$ cat src/rtl/upload_arbiter_if.sv
`default_nettype none
// ============================================================================
//  Module      : upload_arbiter_if
//  Description : Bundles the per-source upload inputs and the merged upload
//                output channel of upload_arbiter.
//                  in_req    [N_SRC]    per-source packet-in-progress
//                  in_data   [8*N_SRC]  per-source data byte
//                  in_source [8*N_SRC]  per-source ID byte
//                  in_valid  [N_SRC]    per-source byte strobe
//                  out_req              high for one whole forwarded packet
//                  out_data  [8]        forwarded byte
//                  out_source[8]        ID byte stored with out_data
//                  out_valid            out_data/out_source valid
//                  out_ready            downstream accepts on valid & ready
//                  drop_flag [N_SRC]    sticky per-source loss flag
//                slave  : seen by the arbiter
//                master : seen by the handlers / command processor side
//  Revision    : 1.0 - initial release
// ============================================================================
interface upload_arbiter_if #(
    parameter int N_SRC = 2
);
    logic [N_SRC-1:0]   in_req;
    logic [8*N_SRC-1:0] in_data;
    logic [8*N_SRC-1:0] in_source;
    logic [N_SRC-1:0]   in_valid;
    logic               out_req;
    logic [7:0]         out_data;
    logic [7:0]         out_source;
    logic               out_valid;
    logic               out_ready;
    logic [N_SRC-1:0]   drop_flag;

    modport slave (
        input  in_req, in_data, in_source, in_valid, out_ready,
        output out_req, out_data, out_source, out_valid, drop_flag
    );

    modport master (
        output in_req, in_data, in_source, in_valid, out_ready,
        input  out_req, out_data, out_source, out_valid, drop_flag
    );
endinterface
`default_nettype wire

$ cat src/rtl/upload_arbiter.sv
`default_nettype none
// ============================================================================
//  Module      : upload_arbiter
//  Description : Merges byte-streamed upload packets from N_SRC handlers into
//                one upload channel. Each source has a one-entry staging
//                register feeding its own FIFO; complete packets are
//                forwarded whole, one at a time, in round-robin order.
//  Ports       : clk  - system clock
//                rst  - synchronous active-high reset
//                up   - upload_arbiter_if.slave (per-source inputs, merged
//                       output channel, sticky drop flags)
//  Revision    : 1.0 - initial release
// ============================================================================
module upload_arbiter #(
    parameter int N_SRC      = 2,
    parameter int FIFO_DEPTH = 64
) (
    input wire              clk,
    input wire              rst,
    upload_arbiter_if.slave up
);

    localparam int c_PTR_W = $clog2(FIFO_DEPTH);
    localparam int c_CNT_W = $clog2(FIFO_DEPTH + 1);
    localparam int c_SRC_W = (N_SRC > 1) ? $clog2(N_SRC) : 1;

    localparam logic [c_CNT_W:0] c_DEPTH_EXT = (c_CNT_W + 1)'(FIFO_DEPTH);
    localparam logic [c_CNT_W:0] c_FREE_ONE  = (c_CNT_W + 1)'(1);
    localparam logic [c_CNT_W:0] c_FREE_TWO  = (c_CNT_W + 1)'(2);

    typedef enum logic [1:0] {
        S_IDLE  = 2'd0,
        S_FETCH = 2'd1,
        S_SEND  = 2'd2,
        S_GAP   = 2'd3
    } state_t;

    // Read-side requests into the per-source FIFOs
    logic [N_SRC-1:0]       w_pop;
    logic [N_SRC-1:0]       w_pkt_dec;
    // Per-source status back to the read side
    logic [N_SRC-1:0]       w_pkt_nz;
    logic [N_SRC-1:0]       w_drop;
    logic [N_SRC-1:0][16:0] w_head;

    state_t                 r_state;
    state_t                 w_state_nxt;
    logic [c_SRC_W-1:0]     r_grant;
    logic [c_SRC_W-1:0]     r_rr_ptr;
    logic [c_SRC_W-1:0]     w_hit_idx;
    logic                   w_hit;
    logic                   w_handshake;
    logic                   r_out_last;
    logic [7:0]             r_out_data;
    logic [7:0]             r_out_source;

    // ------------------------------------------------------------------------
    // Write side: staging register + FIFO + complete-packet counter per source
    // ------------------------------------------------------------------------
    for (genvar s = 0; s < N_SRC; s++) begin : g_src
        logic [16:0]        r_mem [FIFO_DEPTH];
        logic [c_PTR_W-1:0] r_wr_ptr;
        logic [c_PTR_W-1:0] r_rd_ptr;
        logic [c_CNT_W-1:0] r_count;
        logic [c_CNT_W-1:0] r_pkt_cnt;
        logic               r_stg_valid;
        logic [15:0]        r_stg;
        logic               r_req_d;
        logic               r_drop;

        logic               w_accept;
        logic               w_end;
        logic               w_commit_try;
        logic               w_space_ok;
        logic               w_commit;
        logic               w_pkt_inc;
        logic [c_CNT_W:0]   w_free;

        assign w_accept     = up.in_req[s] & up.in_valid[s];
        assign w_end        = r_req_d & ~up.in_req[s];
        assign w_commit_try = r_stg_valid & (w_accept | w_end);

        // A pop in the same cycle frees a slot. Non-final commits keep one
        // slot in reserve so a started packet can always be closed.
        assign w_free     = c_DEPTH_EXT - {1'b0, r_count}
                          + {{c_CNT_W{1'b0}}, w_pop[s]};
        assign w_space_ok = w_end ? (w_free >= c_FREE_ONE)
                                  : (w_free >= c_FREE_TWO);
        assign w_commit   = w_commit_try & w_space_ok;
        assign w_pkt_inc  = w_commit & w_end;

        assign w_head[s]   = r_mem[r_rd_ptr];
        assign w_pkt_nz[s] = (r_pkt_cnt != '0);
        assign w_drop[s]   = r_drop;

        // Storage kept out of reset; pointers and counts define emptiness.
        always_ff @(posedge clk) begin
            if (!rst && w_commit) begin
                r_mem[r_wr_ptr] <= {w_end, r_stg};
            end
        end

        always_ff @(posedge clk) begin
            if (rst) begin
                r_wr_ptr    <= '0;
                r_rd_ptr    <= '0;
                r_count     <= '0;
                r_pkt_cnt   <= '0;
                r_stg_valid <= 1'b0;
                r_stg       <= '0;
                r_req_d     <= 1'b0;
                r_drop      <= 1'b0;
            end else begin
                r_req_d <= up.in_req[s];

                if (w_commit) begin
                    r_wr_ptr <= r_wr_ptr + 1'b1;
                end
                if (w_commit_try && !w_space_ok) begin
                    r_drop <= 1'b1;
                end

                // The new byte always lands in the stage, even when the
                // previously staged byte could not be committed.
                if (w_accept) begin
                    r_stg_valid <= 1'b1;
                    r_stg       <= {up.in_source[8*s +: 8], up.in_data[8*s +: 8]};
                end else if (w_end) begin
                    r_stg_valid <= 1'b0;
                end

                if (w_pop[s]) begin
                    r_rd_ptr <= r_rd_ptr + 1'b1;
                end

                case ({w_commit, w_pop[s]})
                    2'b10:   r_count <= r_count + 1'b1;
                    2'b01:   r_count <= r_count - 1'b1;
                    default: r_count <= r_count;
                endcase

                case ({w_pkt_inc, w_pkt_dec[s]})
                    2'b10:   r_pkt_cnt <= r_pkt_cnt + 1'b1;
                    2'b01:   r_pkt_cnt <= r_pkt_cnt - 1'b1;
                    default: r_pkt_cnt <= r_pkt_cnt;
                endcase
            end
        end
    end

    // ------------------------------------------------------------------------
    // Round-robin scan: first source after r_rr_ptr holding a whole packet
    // ------------------------------------------------------------------------
    always_comb begin
        w_hit     = 1'b0;
        w_hit_idx = r_rr_ptr;
        for (int i = 1; i <= N_SRC; i++) begin
            for (int j = 0; j < N_SRC; j++) begin
                if (!w_hit && w_pkt_nz[j] && (((int'(r_rr_ptr) + i) % N_SRC) == j)) begin
                    w_hit     = 1'b1;
                    w_hit_idx = c_SRC_W'(j);
                end
            end
        end
    end

    // ------------------------------------------------------------------------
    // Read-side FSM
    // ------------------------------------------------------------------------
    assign w_handshake = (r_state == S_SEND) & up.out_ready;

    always_comb begin
        w_state_nxt = r_state;
        w_pop       = '0;
        w_pkt_dec   = '0;
        case (r_state)
            S_IDLE: begin
                if (w_hit) begin
                    w_state_nxt = S_FETCH;
                end
            end
            S_FETCH: begin
                w_pop[r_grant] = 1'b1;
                w_state_nxt    = S_SEND;
            end
            S_SEND: begin
                if (w_handshake) begin
                    if (r_out_last) begin
                        w_pkt_dec[r_grant] = 1'b1;
                        w_state_nxt        = S_GAP;
                    end else begin
                        // Prefetch the next byte so valid stays high
                        w_pop[r_grant] = 1'b1;
                    end
                end
            end
            default: begin
                w_state_nxt = S_IDLE;
            end
        endcase
    end

    always_ff @(posedge clk) begin
        if (rst) begin
            r_state      <= S_IDLE;
            r_grant      <= '0;
            r_rr_ptr     <= c_SRC_W'(N_SRC - 1);
            r_out_last   <= 1'b0;
            r_out_data   <= 8'h00;
            r_out_source <= 8'h00;
        end else begin
            r_state <= w_state_nxt;
            if (r_state == S_IDLE && w_hit) begin
                r_grant  <= w_hit_idx;
                r_rr_ptr <= w_hit_idx;
            end
            if (|w_pop) begin
                {r_out_last, r_out_source, r_out_data} <= w_head[r_grant];
            end
        end
    end

    assign up.out_req    = (r_state == S_FETCH) || (r_state == S_SEND);
    assign up.out_valid  = (r_state == S_SEND);
    assign up.out_data   = r_out_data;
    assign up.out_source = r_out_source;
    assign up.drop_flag  = w_drop;

endmodule
`default_nettype wire

$ cat src/flat_wrapper.sv
// flat-port wrapper written by rule: the top's interface ports become plain ports
module upload_arbiter_flat 
#(
    parameter int N_SRC      = 2,
    parameter int FIFO_DEPTH = 64
)
  (clk, rst, up_in_req, up_in_data, up_in_source, up_in_valid, up_out_ready, up_out_req, up_out_data, up_out_source, up_out_valid, up_drop_flag);
  upload_arbiter_if #(.N_SRC(N_SRC)) up_i ();
  input wire clk;
  input wire rst;
  input wire logic [$bits(up_i.in_req)-1:0] up_in_req;
  input wire logic [$bits(up_i.in_data)-1:0] up_in_data;
  input wire logic [$bits(up_i.in_source)-1:0] up_in_source;
  input wire logic [$bits(up_i.in_valid)-1:0] up_in_valid;
  input wire logic [$bits(up_i.out_ready)-1:0] up_out_ready;
  output wire logic [$bits(up_i.out_req)-1:0] up_out_req;
  output wire logic [$bits(up_i.out_data)-1:0] up_out_data;
  output wire logic [$bits(up_i.out_source)-1:0] up_out_source;
  output wire logic [$bits(up_i.out_valid)-1:0] up_out_valid;
  output wire logic [$bits(up_i.drop_flag)-1:0] up_drop_flag;
  assign up_i.in_req = up_in_req;
  assign up_i.in_data = up_in_data;
  assign up_i.in_source = up_in_source;
  assign up_i.in_valid = up_in_valid;
  assign up_i.out_ready = up_out_ready;
  assign up_out_req = up_i.out_req;
  assign up_out_data = up_i.out_data;
  assign up_out_source = up_i.out_source;
  assign up_out_valid = up_i.out_valid;
  assign up_drop_flag = up_i.drop_flag;
  upload_arbiter #(.N_SRC(N_SRC), .FIFO_DEPTH(FIFO_DEPTH)) u_core (.clk(clk), .rst(rst), .up(up_i));
endmodule
$ cat config.mk
export PLATFORM = sky130hd
export DESIGN_NAME = upload_arbiter_flat
export DESIGN_NICKNAME = d
export VERILOG_FILES = /design/src/rtl/upload_arbiter_if.sv /design/src/rtl/upload_arbiter.sv /design/src/flat_wrapper.sv
export SDC_FILE = /design/constraint.sdc
export NUM_CORES = 2
export LEC_CHECK = 0
export ABC_AREA = 1
export BUFFER_PORTS_ARGS = -buffer_cell sky130_fd_sc_hd__buf_4
export CELL_PAD_IN_SITES_DETAIL_PLACEMENT = 0
export CELL_PAD_IN_SITES_GLOBAL_PLACEMENT = 1
export CORE_UTILIZATION = 45
export CTS_CLUSTER_DIAMETER = 120
export CTS_CLUSTER_SIZE = 16
export DETAILED_ROUTE_END_ITERATION = 10
export PLACE_DENSITY = 0.73
export SETUP_SLACK_MARGIN = 0.5
export SLEW_MARGIN = 20
export SYNTH_ARGS = -nofsm -noshare
export SYNTH_HDL_FRONTEND = slang
export SYNTH_SLANG_ARGS = --single-unit
$ cat constraint.sdc
create_clock -name clk -period 9.6 [get_ports clk]
set_input_delay 0.96 -clock clk [delete_from_list [all_inputs] [get_ports clk]]
set_output_delay 0.96 -clock clk [all_outputs]
set_load 0.05 [all_outputs]
# Word-level counts from Yosys, hierarchy flattened
# Memories as Yosys holds them, arrays and structs flattened. A register that Yosys moved wholly into a read port is not among the register bits.
# Index checks and enable logic that the tools add are counted.
[totals]
ff_bits = 111
ramBits = 2176
in_bits = 39
output_inout_bits = 20
elab_cells = 153
n_memories = 2
[op_classes]
n_addsub = 18
n_lt_le_gt_ge = 6
eq_ne = 15
mux = 40
bitwise = 17
n_reduce_logical = 33
[mem_list]
columns = ["memory", "words", "width", "rd", "rd_ports_with_merged_regs", "write_ports", "line", "text"]
rows = [
  ["u_core.g_src[0].r_mem", 64, 17, 1, 1, 1, "upload_arbiter.sv:61", "logic [16:0] r_mem [FIFO_DEPTH];"],
  ["u_core.g_src[1].r_mem", 64, 17, 1, 1, 1, "upload_arbiter.sv:61", ""],
]
[ops]
columns = ["op", "count"]
rows = [
  ["logical NOT 32 bit", 2],
  ["one-hot mux 7 bit (2 select lines)", 4],
  ["2-to-1 mux 17 bit", 2],
  ["adder 7 x 1 -> 7 bit, second input constant", 4],
  ["subtractor 7 x 1 -> 7 bit, second input constant", 4],
  ["adder 6 x 1 -> 6 bit, second input constant", 4],
  ["2-to-1 mux 6 bit", 4],
  ["2-to-1 mux 1 bit", 19],
  ["adder 8 x 1 -> 8 bit", 2],
  ["greater-or-equal comparator 8 x 1 -> 1 bit, second input constant", 2],
  ["greater-or-equal comparator 8 x 2 -> 1 bit, second input constant", 2],
  ["2-to-1 mux 2 bit", 8],
  ["subtractor 7 x 7 -> 8 bit, first input constant", 2],
  ["== test 2 bit, second input constant", 7],
  ["nonzero test 7 bit", 2],
  ["logical AND 1 bit", 13],
  ["nonzero test 2 bit", 6],
  ["bitwise AND 1 bit", 11],
  ["== test 2 x 1 -> 1 bit, second input constant", 5],
  ["logical NOT 1 bit", 6],
  ["inequality test 2 x 1 -> 1 bit, second input constant", 3],
  ["one-hot mux 2 bit (3 select lines)", 1],
  ["one-hot mux 2 bit (2 select lines)", 1],
  ["AND reduction 3 bit", 1],
  ["10 further kinds", 14],
]

# Longest topological paths before layout
[depth]
depth_word = 19
depth_mapped = 27
depth_no_buf = 26

# Least setup slack after synthesis
# OpenSTA, ideal clock, no wires.
[synth_timing]
path_type = "reg2reg"
from = "reg u_core.r_state[0]"
to = "mem u_core.g_src[1].r_mem[34][0] (enable)"
setup_ps = 435
t_arrival_ps = 4115
required_ps = 9165
slack_ps = 5050
path_stages_with_launch = 17
n_path_buf = 1
synth_period_minus_slack_ps = 4550
path_cell_list = "dfxtp_1 inv_1 ha_1 nand2_1 nor2_1 o21ai_2 nor2_1 inv_2 ha_1 inv_1 nand2_1 o21ai_0 nand2_1 nand3_1 nand2_1 buf_2 nor4_1"
[synth_via]
elab_chain_len = 11
elab_cells_between_ends = 13
classes_between = "add/sub (1); order compare (2); eq/ne (2); mux (5); bitwise (2); reduce/logical (1)"
[synth_rtl]
columns = ["element", "line", "text"]
rows = [
  ["from (decl)", "upload_arbiter.sv:46", "state_t r_state;"],
  ["from (signal assigned)", "upload_arbiter.sv:212", "r_state <= w_state_nxt;"],
  ["== test 2 bit *", "-", ""],
  ["named net up_out_valid", "flat_wrapper.sv:19", "output wire logic [$bits(up_i.out_valid)-1:0] up_out_valid;"],
  ["bitwise AND 1 bit", "upload_arbiter.sv:170", "assign w_handshake = (r_state == S_SEND) & up.out_ready;"],
  ["2-to-1 mux 2 bit", "upload_arbiter.sv:187", "if (w_handshake) begin"],
  ["one-hot mux 2 bit (2 select lines) *", "upload_arbiter.sv:176", "case (r_state)"],
  ["adder 8 x 1 -> 8 bit *", "upload_arbiter.sv:86", "+ {{c_CNT_W{1'b0}}, w_pop[s]};"],
  ["greater-or-equal comparator 8 x 2 -> 1 bit or greater-or-equal comparator 8 x 1 -> 1 bit (tied branches)", "upload_arbiter.sv:88, upload_arbiter.sv:87", ""],
  ["2-to-1 mux 1 bit *", "upload_arbiter.sv:87", "assign w_space_ok = w_end ? (w_free >= c_FREE_ONE)"],
  ["bitwise AND 1 bit *", "upload_arbiter.sv:89", "assign w_commit = w_commit_try & w_space_ok;"],
  ["logical AND 1 bit *", "upload_arbiter.sv:98", "if (!rst && w_commit) begin"],
  ["2-to-1 mux 1 bit *", "upload_arbiter.sv:98", ""],
  ["2-to-1 mux 1 bit (implied by the code) *", "upload_arbiter.sv:99", "r_mem[r_wr_ptr] <= {w_end, r_stg};"],
  ["to (decl)", "upload_arbiter.sv:61", ""],
]
# The timed path passes the listed nets; every way through them passes the cells marked *.

# Worst setup path in the final report
[layout_timing]
from = "reg u_core.r_state[0]"
to = "mem u_core.g_src[1].r_mem[3][12] (enable)"
[layout_via]
elab_chain_len = 11
elab_cells_between_ends = 13
classes_between = "add/sub (1); order compare (2); eq/ne (2); mux (5); bitwise (2); reduce/logical (1)"
[layout_rtl]
columns = ["element", "line"]
rows = [
  ["== test 2 bit", "upload_arbiter.sv:170, upload_arbiter.sv:176"],
  ["bitwise AND 1 bit", "upload_arbiter.sv:170"],
  ["2-to-1 mux 2 bit", "upload_arbiter.sv:187"],
  ["one-hot mux 2 bit (2 select lines) *", "upload_arbiter.sv:176"],
  ["adder 8 x 1 -> 8 bit *", "upload_arbiter.sv:86"],
  ["greater-or-equal comparator 8 x 2 -> 1 bit or greater-or-equal comparator 8 x 1 -> 1 bit (tied branches)", "upload_arbiter.sv:88, upload_arbiter.sv:87"],
  ["2-to-1 mux 1 bit *", "upload_arbiter.sv:87"],
  ["bitwise AND 1 bit *", "upload_arbiter.sv:89"],
  ["logical AND 1 bit *", "upload_arbiter.sv:98"],
  ["2-to-1 mux 1 bit *", "upload_arbiter.sv:98"],
  ["2-to-1 mux 1 bit (implied by the code) *", "upload_arbiter.sv:99"],
]
# Mark *: on every way between the ends. The rest lies on a longest branch, timed or not.

==> flow_summary.toml <==
[clock_tree]
ctsHtreeMaxLevel = 4
clkTransAtPathRegs_ns = 0.08
clock-root-buffer = "clkbuf_16"
cts_setup_buffers = 0
cts_tree = "built"
cts_buffer_depth = 3
clock-sinks = 2299
cts_hold_buf = 0
clk_latency_ns = 0.84
cts.repair.resized = 0
numCtsBuffers = 162

[global_route]
grt_max_degree = 246
gr-total-overflow = 0
grt_antenna_before_repair = 4
grt_pass1_vias = 57200
grt.total_usage_pct = 24.1
grt_pass1_wl_um = 377000

[drt]
dr.pass1.iters = 6
drc = 0
ant_nets = 0
wl_per_cell_um = 23.4
wirelength_um = 257000
post_drt_via_cell_ratio = 5.49
num_vias = 60300
drt_iter0_drc = 6602

[logic_synthesis]
synth.cell_area_um2 = 93800
synthFlopType = "edfxtp_1"
synthCells = 8200
yosys-top-cells-area = "edfxtp_1 (70%), nand2_1 (12%), nand3_1 (10%), dfxtp_1 (2.6%), buf_2 (1.3%)"
yosys_register_bits = 2299
ys_types = 33
async_flop_share_pct = 0
yosysSeqAreaShare_pct = 72.3
avgSynthCellArea_um2 = 11.4
synth_enable_flop_cells = 2176
syn_nets = 8279
yosysTopAreaCell = "edfxtp_1"
yosys.area.top_type_share_pct = 69.7
synth_warnings = 0

[power_and_ir_drop]
fin_total_pwr_mw = 20.6
power_leakage_nw = 36.7
ir_worst_vdd_uv = 198
power_density_nw_per_um2 = 203

[worst_setup_path]
crit_path_end_kind = "flip-flop"
crit_path_start_kind = "flip-flop"
crit-reg2reg-launch = "u_core.r_state[0]"
rr_worst_depth = 18
worstPathRequired_ns = 10.04
crit_type = "flip-flop to flip-flop"
reg2reg_slack_ns = 3.70
arrival_ns = 6.35
reg2reg_to = "u_core.g_src[1].r_mem[3][12]"
cp_max_fo = 22

[timing]
hold_viol = 0
min_period_over_period_pct = 61.5
min_period_ns = 5.90
rsz0062_at_grt = "false"
fin_tns_setup_ns = 0
setup_viol = 0
fmax_ghz = 0.169
fin_skew_ns = 0.0430
final_max_slew_viol_count = 0
relSlewSlack_pct = 20.1
worstMarginPinSlew_ns = 1.20

[floorplanning]
start_util_pct = 45.3
pin_count = 59
die_w_um = 459
rows = 167
die_area_um2 = 210000
core_um2 = 207000
dieHeight_um = 459

[worst_hold_path]
min_from = "up_in_req[0]"
hold-path-cell-count = 3
min_to = "u_core.g_src[0].r_req_d"
holdCritPathClass = "input pin to flip-flop"

[cells_and_area]
seqCellArea_um2 = 67900
fin_nets = 8203
drive_gt1_share_pct = 6.34
fillCellCount = 18400
multi_input_area_um2 = 23000
fin_cells = 11000
area_growth_pct = 8.12

[status]
status = "finished, final reports clean"

[place]
io_buffers = 58
dp.cells = 10700
dpl.hpwl_um = 146000
gp_congestion = 0.904

[run]
max_cap_violations = 0
[synthesized netlist by cell type (2+ instances only)]
master / instances
nand2_1: 2906
nor3_1: 12
xor2_1: 22
buf_4: 36
edfxtp_1: 2176
o41ai_1: 2
buf_1: 61
inv_1: 106
fa_1: 4
nand4_1: 8
xnor2_1: 5
buf_2: 250
ha_1: 36
nand3_1: 1886
clkinv_1: 5
clkbuf_1: 118
inv_2: 9
a21oi_1: 63
o21ai_0: 83
nor2_2: 2
buf_6: 31
o21ba_2: 2
nor4_1: 4
dfxtp_1: 123
nor2_1: 242
[worst max path at each step]
| stage | from | endpoint | slack (ns) |
|---|---|---|---|
| finish | u_core.r_state[0] | u_core.g_src[1].r_mem[3][12] | 3.70 |
| detailed placement | up_out_ready | u_core.g_src[1].r_mem[2][11] | 3.32 |
| CTS | u_core.r_state[0] | u_core.g_src[1].r_mem[2][9] | 3.72 |
| global placement | up_out_ready | u_core.g_src[1].r_mem[2][9] | 3.33 |
| floorplan | u_core.r_state[0] | u_core.g_src[1].r_mem[34][0] | 5.05 |
| global route | u_core.r_state[0] | u_core.g_src[1].r_mem[2][5] | 3.35 |
[layer usage]
metal	global-route usage [%]	vias to the layer above	wire (um)
met5	0	-	0
met3	3.03	367	15500
li1	-	28300	-
met4	8.24	0	8880
met1	32.4	29500	106000
met2	40.2	2078	126000
[flip-flops by register name (all words and copies together), names as in the netlist, named ones only]
signal,cells
u_core.r_rr_ptr,1
u_core.g_src.r_mem,2176
u_core.g_src.r_req_d,2
u_core.r_grant,1
u_core.g_src.r_stg_valid,2
u_core.g_src.r_count,14
u_core.g_src.r_rd_ptr,12
u_core.g_src.r_stg,32
u_core.r_out_last,1
u_core.g_src.r_pkt_cnt,14
u_core.r_state,2
u_core.g_src.r_drop,2
u_core.up.out_data,8
u_core.g_src.r_wr_ptr,12
u_core.up.out_source,8
[metrics by stage]
stage | setup slack, ns | utilization [%] | area [um2] | hold slack (ns)
floorplan | 5.05 | - | 93800 | 0.412
global placement | 3.33 | 46.8 | 96900 | 0.435
detailed placement | 3.32 | 46.8 | 96900 | 0.438
CTS | 3.72 | 49.0 | 101000 | 0.289
global route | 3.35 | 49.0 | 101000 | 0.311
finish | 3.70 | 49.0 | 101000 | 0.350
[where the power goes]
group,total [mW],internal (mW),switching [mW],leakage (nW)
sequential,11.2,11.0,0.148,21.4
clock,6.51,3.14,3.37,2.19
combinational,2.90,0.707,2.19,13.2
[cell type report]
| class | count | share of cell area [%] |
|---|---|---|
| sequential | 2299 | 66.9 |
| multi-input combinational | 5282 | 22.7 |
| clock buffer | 209 | 4.21 |
| tap | 2788 | 3.44 |
| timing repair buffer | 258 | 1.97 |
| inverter | 121 | 0.491 |
| clock inverter | 15 | 0.255 |
| antenna | 3 | 0.00740 |
[logic make-up (layout without fill, tap and decap cells)]
family | count (synthesis) | in the layout | synth area share (%)
AOI/OAI and AO/OA | 154 | 154 | 0.851
xor gates and xnor gates | 27 | 27 | 0.252
adders and majority gates | 40 | 40 | 0.565
buffers and inverters | 619 | 603 | 3.23
DFF | 2299 | 2299 | 72.3
other | 0 | 3 | 0
and+or+nand+nor | 5061 | 5061 | 22.8
[worst max-delay path: stages, from the launching register on]
cell and delay [ns]:
dfxtp_1 0.37, inv_1 0.09, ha_1 0.24, nand2_1 0.12, nor2_1 0.06, o21ai_2 0.67, nor2_2 0.04, buf_4 0.24
inv_2 0.12, ha_1 0.14, inv_1 0.05, ha_1 0.19, a21oi_1 0.13, nor4_1 0.07, nand3_1 0.11, nand2_1 0.27
nor2_2 0.83, nand4_1 0.78, nor2_2 0.98
[placed cells by master, fill, tap and decap left out, types with 45 or more instances in the layout]
master	netlist	routed
nand2_1	2906	2906
edfxtp_1	2176	2176
nand3_1	1886	1886
buf_4	36	253
nor2_1	242	223
clkbuf_16	0	164
inv_1	106	101
o21ai_0	83	83
dfxtp_1	123	83
a21oi_1	63	63
clkbuf_1	118	45
(Power assumes the default switching activity.)
